## config.mk

```make
export PLATFORM = sky130hd
export DESIGN_NAME = int_ctrl
export DESIGN_NICKNAME = d
export VERILOG_FILES = /design/src/rtl/mips_int_pkg.sv /design/src/rtl/int_prio_enc.sv /design/src/rtl/int_ctrl.sv
export SDC_FILE = /design/constraint.sdc
export NUM_CORES = 1
export LEC_CHECK = 0
export CORE_MARGIN = 1.5
export CORE_UTILIZATION = 46
export CTS_BUF_LIST = sky130_fd_sc_hd__clkbuf_8
export CTS_CLUSTER_DIAMETER = 60
export DETAILED_ROUTE_END_ITERATION = 10
export PLACE_DENSITY_LB_ADDON = 0.2
export SLEW_MARGIN = 20
export SYNTH_ARGS = -nofsm -noshare
export SYNTH_HDL_FRONTEND = slang
export SYNTH_SLANG_ARGS = --single-unit
export TNS_END_PERCENT = 10
```

## constraint.sdc

```tcl
create_clock -name clk -period 3.15 [get_ports clk]
set_clock_uncertainty 0.15 [all_clocks]
set_input_delay 0.63 -clock clk [delete_from_list [all_inputs] [get_ports clk]]
set_output_delay 0.63 -clock clk [all_outputs]
set_load 0.01 [all_outputs]
```

## src/rtl/mips_int_pkg.sv

```systemverilog
// Shared constants for the MIPS interrupt controller: FSM encoding,
// register map and the default number of sources.
package mips_int_pkg;

  localparam int NSRC_DEF = 8;

  typedef enum logic [1:0] {
    ST_IDLE = 2'd0,
    ST_REQ  = 2'd1,
    ST_SVC  = 2'd2
  } state_e;

  localparam logic [1:0] ADDR_PEND = 2'd0;
  localparam logic [1:0] ADDR_MASK = 2'd1;
  localparam logic [1:0] ADDR_CTRL = 2'd2;
  localparam logic [1:0] ADDR_STAT = 2'd3;

endpackage

```

## src/rtl/int_prio_enc.sv

```systemverilog
// Combinational priority encoder: the lowest set bit of req wins.
module int_prio_enc #(
  parameter int NSRC = 8
) (
  input  logic [NSRC-1:0]         req,
  output logic                    any,
  output logic [$clog2(NSRC)-1:0] idx
);

  // Scanning from the top down lets the lowest set index overwrite the rest.
  always_comb begin
    any = |req;
    idx = '0;
    for (int i = NSRC - 1; i >= 0; i--) begin
      if (req[i]) idx = i[$clog2(NSRC)-1:0];
    end
  end

endmodule

```

## src/rtl/int_ctrl.sv

```systemverilog
// Interrupt controller: edge-detected pending bits, per-source mask, global
// enable, one prioritized request with ack/eret handshake, 4-word reg file.
module int_ctrl
  import mips_int_pkg::*;
#(
  parameter int NSRC = NSRC_DEF
) (
  input  logic                    clk,
  input  logic                    reset,
  input  logic [NSRC-1:0]         irq_in,
  input  logic                    we,
  input  logic [1:0]              addr,
  input  logic [31:0]             wdata,
  output logic [31:0]             rdata,
  output logic                    int_req,
  output logic [$clog2(NSRC)-1:0] int_vec,
  input  logic                    int_ack,
  input  logic                    eret
);

  localparam int VW = $clog2(NSRC);

  logic [NSRC-1:0] irq_prev_q;
  logic [NSRC-1:0] pending_q, pending_d;
  logic [NSRC-1:0] mask_q;
  logic            ge_q;
  logic [NSRC-1:0] edge_set, w1c_clr, ack_clr;
  logic            ack_take;
  state_e          state_q, state_d;
  logic [VW-1:0]   vec_q, vec_d;
  logic [VW-1:0]   win_idx;
  logic            win_any;
  logic            unused_wdata;

  assign unused_wdata = ^wdata[31:NSRC];

  assign edge_set = irq_in & ~irq_prev_q;
  assign ack_take = (state_q == ST_REQ) && int_ack;

  int_prio_enc #(.NSRC(NSRC)) u_prio (
    .req (pending_q & mask_q),
    .any (win_any),
    .idx (win_idx)
  );

  // Clears are applied before sets so a coincident edge keeps the bit set.
  always_comb begin
    w1c_clr = '0;
    ack_clr = '0;
    if (we && addr == ADDR_PEND) w1c_clr = wdata[NSRC-1:0];
    if (ack_take) ack_clr[vec_q] = 1'b1;
    pending_d = (pending_q & ~(w1c_clr | ack_clr)) | edge_set;
  end

  // irq_prev tracks irq_in even in reset so held levels are not seen as edges.
  always_ff @(posedge clk) begin
    irq_prev_q <= irq_in;
    if (reset) begin
      pending_q <= '0;
      mask_q    <= '0;
      ge_q      <= 1'b0;
    end else begin
      pending_q <= pending_d;
      if (we && addr == ADDR_MASK) mask_q <= wdata[NSRC-1:0];
      if (we && addr == ADDR_CTRL) ge_q   <= wdata[0];
    end
  end

  always_ff @(posedge clk) begin
    if (reset) begin
      state_q <= ST_IDLE;
      vec_q   <= '0;
    end else begin
      state_q <= state_d;
      vec_q   <= vec_d;
    end
  end

  always_comb begin
    state_d = state_q;
    vec_d   = vec_q;
    case (state_q)
      ST_IDLE: begin
        if (ge_q && win_any) begin
          state_d = ST_REQ;
          vec_d   = win_idx;
        end
      end
      ST_REQ: begin
        if (int_ack) begin
          state_d = ST_SVC;
        end else if (!pending_d[vec_q] || !mask_q[vec_q] || !ge_q) begin
          state_d = ST_IDLE;
        end
      end
      ST_SVC: begin
        if (eret) state_d = ST_IDLE;
      end
      default: state_d = ST_IDLE;
    endcase
  end

  always_comb begin
    int_req = (state_q == ST_REQ);
    int_vec = vec_q;
  end

  always_comb begin
    rdata = '0;
    case (addr)
      ADDR_PEND: rdata[NSRC-1:0] = pending_q;
      ADDR_MASK: rdata[NSRC-1:0] = mask_q;
      ADDR_CTRL: rdata[0]        = ge_q;
      ADDR_STAT: begin
        rdata[1:0]    = state_q;
        rdata[4 +: VW] = vec_q;
      end
      default: rdata = '0;
    endcase
  end

endmodule

```

==> summary.md, run 1 <==
| Metric | Value |
|---|---|
| Number of search-and-repair iterations in the first detailed-routing pass | `4` |
| Worst IR drop on VDD | `306 uV` |
| Clock tree from TritonCTS | `done` |
| Average wire length per cell after detail routing | `14.1 um` |
| P&R area growth vs syn | `20.3%` |
| Clock latency at the later pin of the worst-skew pair | `~0.28 ns` |
| Antenna diode instance count | `0` |
| Proportion of netlist area held by the largest area contributor | `about 34%` |
| Placement row count | `22` |
| Signal arrival time at the worst endpoint | `between 2 and 2.5 ns` |
| Critical Path End Type | `output port` |
| Total setup violations reported at the end of the flow | `0` |
| Post-Synthesis Cell Area | `between 1500 and 2000 um2` |
| Number of buffers inserted by post-CTS setup repair | `0` |
| Worst path setup slack after routing | `~0.087 ns` |
| Final Hold Vio Count | `0` |
| X dimension of the die | `around 65 um` |
| Leakage | `between 0.8 and 0.9 nW` |
| Clk slew on worst S/H paths | `~0.06 ns` |
| Critical path required time | `2.37 ns` |
| Pin count of the biggest net entering global routing | `23` |
| Remaining Overflow, GRT | `0` |
| Synthesized flop and latch total | `30` |
| PD cells | `just under 400 nW/um2` |
| Setup tns final | `0 ns` |
| Unrepaired setup endpoints after global routing | `false` |
| Post-synthesis sequential area ratio | `34.3%` |
| Number of antenna violations at the first check in global routing | `0` |
| Total Routed Length | `4080 um` |
| Post-cts hold buffer count | `0` |
| Most frequently used flop master after synthesis | `sky130_fd_sc_hd__dfxtp_1` |
| Die outline height | `~65 um` |
| Post-Synthesis Mean Instance Area | `about 8.4 um2` |
| Effective utilization at floorplan | `a little under half` |
| Number of nets still failing antenna checks after routing | `0` |
| Proportion of layout cells with a drive suffix above 1 | `6.64%` |
| Number of flops mapped to enable cells by yosys | `0` |
| Initial DRC count | `85` |
| Post-cts gate resize count | `0` |
| Global-route wire length before repair | `around 6700 um` |
| Synth cell types | `44` |
| Count of pins over their slew limit | `0` |
| Number of warning messages in the yosys log | `0` |
| Vias per cell | `about 5.3` |
| Full die area | `4190 um2` |
| Total global routing track utilization | `a little over a fifth` |
| Tightest Pin Transition | `about 0.70 ns` |
| Pre-CTS setup slack | `roughly 0.08 ns` |
| Buffer type at the clock tree root | `sky130_fd_sc_hd__clkbuf_8` |
| CTS sink count | `30` |
| Setup slack of the worst register-to-register path | `just over 0.9 ns` |
| Leading post-synthesis cells by cell area | `sky130_fd_sc_hd__dfxtp_1 34%, sky130_fd_sc_hd__buf_4 12%, sky130_fd_sc_hd__mux2i_1 9.7%` |
| IO Pins | `83` |
| Hold crit path type | `flip-flop to flip-flop` |
| Gate count of the mapped netlist | `between 200 and 250` |
| Vias after detailed routing | `1546` |
| Start-to-end type of the worst setup path | `primary input to output port` |
| Max-slew headroom at the worst pin | `53.0%` |
| Placer congestion estimate | `approximately 0.85` |
| Core area | `approximately 3700 um2` |
| Vias in the first global route | `~1400` |
| Timing-limited maximum frequency | `about 330 MHz` |
| Largest area contributor in the netlist | `sky130_fd_sc_hd__dfxtp_1` |
| Largest fanout of any net on the critical path | `9` |
| Max Cap Violations | `0` |
| DRC Markers | `0` |
| Outcome | `complete, no violations` |
| Final cycle utilization of the critical path | `~100%` |
| Bufs on Longest Clock Path | `2` |
| # port buffers | `34` |
| Inserted Clock Buffers | `5` |
| Placed wire-length estimate after detailed placement | `between 3000 and 4000 um` |
| Launching element type of the critical path | `primary input` |
| Number of H-tree branching levels | `2` |
| Share of flip-flops with an asynchronous set or reset after synthesis | `0%` |
| Tmin final | `a little over 3 ns` |
| Net total in the final layout | `approximately 290` |
==> power breakdown <==
part | switching, W | leakage [nW] | internal [W]
clock | 0.000139 | 0.0438 | 0.000148
sequential | 0.0000166 | 0.247 | 0.000396
combinational | 0.0000596 | 0.587 | 0.0000597
total | 0.000215 | 0.878 | 0.000603
==> sequential cells by signal, summed over array words and instances, names as in the netlist <==
name	flops
ge_q	1
int_vec	3
irq_prev_q	8
state_q	2
pending_q	8
mask_q	8
==> final cells by class <==
cell class                      count  area, um2
Clock buffer                        5       68.8
Tap cell                           48       60.1
Inverter                            4       15.0
Fill cell                         354       1550
Multi-Input combinational cell    161        977
Clock inverter                      2       10.0
Timing Repair Buffer               39        378
Sequential cell                    30        601
==> cells in the final DEF, fill, tap and decap left out, types with 3 or more instances in the layout <==
cell,n
sky130_fd_sc_hd__nand3_1,5
sky130_fd_sc_hd__nor2_1,19
sky130_fd_sc_hd__conb_1,24
sky130_fd_sc_hd__nand2b_1,8
sky130_fd_sc_hd__clkbuf_8,5
sky130_fd_sc_hd__nand2_1,19
sky130_fd_sc_hd__or3_1,3
sky130_fd_sc_hd__nor2b_1,3
sky130_fd_sc_hd__mux2i_1,17
sky130_fd_sc_hd__a41o_1,3
sky130_fd_sc_hd__inv_1,4
sky130_fd_sc_hd__buf_4,5
sky130_fd_sc_hd__dfxtp_1,30
sky130_fd_sc_hd__a22oi_1,4
sky130_fd_sc_hd__a21oi_1,14
sky130_fd_sc_hd__o21ai_0,9
sky130_fd_sc_hd__clkdlybuf4s50_1,34
==> layer usage <==
metal,up-vias,routed length [um],GRT usage [%]
met5,-,0,0
met4,0,43,7.71
li1,762,-,-
met3,6,342,7.47
met2,81,1820,31.3
met1,697,1880,28.0
==> Yosys cell counts, types with 2 or more instances <==
library cell and n:
sky130_fd_sc_hd__inv_1 4, sky130_fd_sc_hd__nand4_1 2, sky130_fd_sc_hd__a22oi_1 4, sky130_fd_sc_hd__mux2i_1 17, sky130_fd_sc_hd__nand2_1 19, sky130_fd_sc_hd__a41o_1 3, sky130_fd_sc_hd__a21boi_0 2, sky130_fd_sc_hd__dfxtp_1 30
sky130_fd_sc_hd__nand3_1 5, sky130_fd_sc_hd__o31ai_1 2, sky130_fd_sc_hd__clkbuf_1 6, sky130_fd_sc_hd__a21oi_1 14, sky130_fd_sc_hd__a211oi_1 2, sky130_fd_sc_hd__nor2_1 19, sky130_fd_sc_hd__or3_1 3, sky130_fd_sc_hd__buf_2 2
sky130_fd_sc_hd__buf_4 27, sky130_fd_sc_hd__nand2b_1 8, sky130_fd_sc_hd__nand3b_1 2, sky130_fd_sc_hd__o21ai_0 9, sky130_fd_sc_hd__o211ai_1 2, sky130_fd_sc_hd__a32o_1 2, sky130_fd_sc_hd__nor2b_1 3
==> worst paths after layout <==
check                startpoint            to  cells after the start
setup reg to reg     int_vec[1]    state_q[0]                      5
hold reg to reg   irq_prev_q[1]  pending_q[1]                      3
hold / removal    irq_prev_q[1]  pending_q[1]                      3
setup / recovery        addr[0]      rdata[1]                      5
==> per-stage QoR <==
stage	power [W]	hold WS (ns)	instances	area (um2)	utilization [%]
6_report	0.000819	0.352	289	2110	57.6
5_1_grt	0.000861	0.382	289	2110	57.6
4_1_cts	0.000828	0.353	289	2110	57.6
3_5_place_dp	0.000539	0.346	282	2030	55.5
3_3_place_gp	0.000538	0.332	282	2030	55.5
2_1_floorplan	0.000504	0.323	231	1840	-
==> logic make-up (layout without fill, tap and decap cells) <==
family	Yosys count	after routing	synth area share, %
simple gates	68	68	19.5
compound gates	51	51	20.1
buf+inv	40	50	14.9
flops	30	30	34.3
mux	18	18	11.0
other cells	1	24	0.214
==> worst max-delay path, cell delays in order <==
cell and delay [ns]:
sky130_fd_sc_hd__clkdlybuf4s50_1 0.54, sky130_fd_sc_hd__buf_4 0.20, sky130_fd_sc_hd__mux2i_1 0.08, sky130_fd_sc_hd__o21ai_0 0.24, sky130_fd_sc_hd__clkdlybuf4s50_1 0.59
Note: power is estimated with default switching activity, not from simulation.
==> inputs of run 2 (changes only) <==
- CORE_UTILIZATION: 46 -> 35
- clock period: 3.15 -> 3.2 ns (I/O delays scaled with it)
==> summary.md, run 2 (synthesis results as in run 1) <==
| Metric | Value |
|---|---|
| Worst flop-to-flop path endpoint | `state_q[0]` |
| Tightest Pin Transition | `between 0.7 and 0.8 ns` |
| Largest registers | `irq_prev_q: 8 flops, mask_q: 8 flops, pending_q: 8 flops` |
| Critical Path End Type | `output port` |
| Critical R2R Launch | `int_vec[1]` |
| P&R area growth vs syn | `22.3%` |
| Critical path's top delay family | `buffers and inverters` |
| Number of H-tree branching levels | `2` |
| Bufs on Longest Clock Path | `2` |
| Tmin final | `between 3 and 4 ns` |
| DRC Markers | `0` |
| Buffer type at the clock tree root | `sky130_fd_sc_hd__clkbuf_8` |
| X dimension of the die | `between 70 and 80 um` |
| Full die area | `between 5000 and 6000 um2` |
| Number of antenna violations at the first check in global routing | `0` |
| Die outline height | `around 74 um` |
| Depth of the worst register-to-register path | `5` |
| Placer congestion estimate | `0.814` |
| Setup tns final | `0 ns` |
| Max-slew headroom at the worst pin | `between 50 and 60%` |
| Start-to-end type of the worst setup path | `primary input to output port` |
| Post-cts gate resize count | `0` |
| Critical path origin | `addr[0]` |
| Leakage | `between 0.8 and 0.9 nW` |
| Global-route wire length before repair | `between 6000 and 7000 um` |
| Number of search-and-repair iterations in the first detailed-routing pass | `4` |
| # port buffers | `34` |
| Effective utilization at floorplan | `a little over a third` |
| Vias per cell | `4.98` |
| Remaining Overflow, GRT | `0` |
| Count of filler cells inserted in the layout | `507` |
| IO Pins | `a little over 80` |
| Setup slack of the worst register-to-register path | `roughly 0.9 ns` |
| Clock tree from TritonCTS | `done` |
| Timing-limited maximum frequency | `roughly 330 MHz` |
| Unrepaired setup endpoints after global routing | `false` |
| Pre-CTS setup slack | `about 0.16 ns` |
| Buffer and inverter count on the worst path | `3` |
| Most common cell after layout, fill and taps aside | `sky130_fd_sc_hd__clkdlybuf4s50_1` |
| Largest fanout of any net on the critical path | `15` |
| Number of buffers inserted by post-CTS setup repair | `0` |
| Max Cap Violations | `0` |
| Vias in the first global route | `between 1000 and 1500` |
| Most repeated library cell on the critical path | `sky130_fd_sc_hd__clkdlybuf4s50_1` |
| Total power | `~0.0008 W` |
| Core area | `between 4000 and 5000 um2` |
| Post-cts hold buffer count | `0` |
| Cell at the slowest stage of the critical path | `sky130_fd_sc_hd__clkdlybuf4s50_1` |
| Depth of the critical timing path with buffers and inverters included | `5` |
| Crit path to | `rdata[1]` |
| Critical path required time | `between 2 and 2.5 ns` |
| Antenna diode instance count | `0` |
| Most used cells in the layout excluding fill and tap cells | `34 x sky130_fd_sc_hd__clkdlybuf4s50_1, 30 x sky130_fd_sc_hd__dfxtp_1, 24 x sky130_fd_sc_hd__conb_1, 19 x sky130_fd_sc_hd__nor2_1, 19 x sky130_fd_sc_hd__nand2_1` |
| Total setup violations reported at the end of the flow | `0` |
| Max stage delay on crit path | `about 0.58 ns` |
| Initial DRC count | `99` |
| Average wire length per cell after detail routing | `13.9 um` |
| Hold crit path type | `flip-flop to flip-flop` |
| PD cells | `374 nW/um2` |
| Count of pins over their slew limit | `0` |
| Final Hold Vio Count | `0` |
| Worst Hold Slack | `~0.35 ns` |
| Signal arrival time at the worst endpoint | `2.26 ns` |
| CTS sink count | `30` |
| Total Routed Length | `approximately 4300 um` |
| Outcome | `complete, no violations` |
| Worst IR drop on VDD | `249 uV` |
| Final cycle utilization of the critical path | `approximately 95%` |
| Worst path setup slack after routing | `between 0.15 and 0.2 ns` |
| Clock latency at the later pin of the worst-skew pair | `roughly 0.28 ns` |
| Placement row count | `25` |
| Inserted Clock Buffers | `5` |
| Vias after detailed routing | `roughly 1500` |
| Number of nets still failing antenna checks after routing | `0` |
| Proportion of layout cells with a drive suffix above 1 | `between 5 and 6%` |
| Pin count of the biggest net entering global routing | `23` |
| Clk slew on worst S/H paths | `approximately 0.060 ns` |
| Total global routing track utilization | `approximately 17%` |
| Placed wire-length estimate after detailed placement | `between 3000 and 4000 um` |
| Fin util | `between 40 and 50%` |
| Sequence of cells on the critical path | `clkdlybuf4s50_1, buf_12, mux2i_1, o21ai_0, clkdlybuf4s50_1` |
| Launching element type of the critical path | `primary input` |
| Net total in the final layout | `between 200 and 300` |
## run 2: worst reg2reg max path, cell delays in order (launching register included)
cell	delay, ns
sky130_fd_sc_hd__dfxtp_1	0.80
sky130_fd_sc_hd__mux2i_1	0.16
sky130_fd_sc_hd__a32oi_1	0.20
sky130_fd_sc_hd__o31ai_1	0.10
sky130_fd_sc_hd__or4_1	0.56
sky130_fd_sc_hd__o31ai_1	0.25
## run 2: per-stage QoR
step | std cells | cell area (um2)
after detailed placement | 301 | 2070
after global routing | 308 | 2140
after floorplan | 231 | 1840
final | 308 | 2140
after global placement | 301 | 2070
after CTS | 308 | 2140
## run 2: layer usage
layer / share of wire [%] / routed length [um] / GRT usage [%]
met1: 48 / 2070 / 23.9
met5: 0 / 0 / 0
met2: 44 / 1880 / 25.2
met4: 1.4 / 58 / 6.79
met3: 6.4 / 273 / 4.25
## run 2: worst min path at each step
| stage | to | slack [ns] | from | cells after the start |
|---|---|---|---|---|
| detailed placement | pending_q[1] | 0.34 | irq_prev_q[1] | 3 |
| global placement | pending_q[1] | 0.33 | irq_prev_q[1] | 3 |
| CTS | pending_q[1] | 0.35 | irq_prev_q[1] | 3 |
| floorplan | pending_q[1] | 0.32 | irq_prev_q[1] | 3 |
| global route | pending_q[1] | 0.39 | irq_prev_q[1] | 3 |
| finish | pending_q[1] | 0.35 | irq_prev_q[1] | 3 |
## run 2: power breakdown
part,internal (W),switching [W]
combinational,0.0000601,0.0000588
sequential,0.000390,0.0000171
clock,0.000143,0.000134
## run 2: cell type report
class / count / area, um2 / share of cell area [%]
Multi-Input combinational cell: 161 / 977 / 45.6
Sequential cell: 30 / 601 / 28.0
Timing Repair Buffer: 39 / 390 / 18.2
Tap cell: 67 / 83.8 / 3.91
Clock buffer: 5 / 68.8 / 3.21
Inverter: 4 / 15.0 / 0.701
Clock inverter: 2 / 7.51 / 0.350
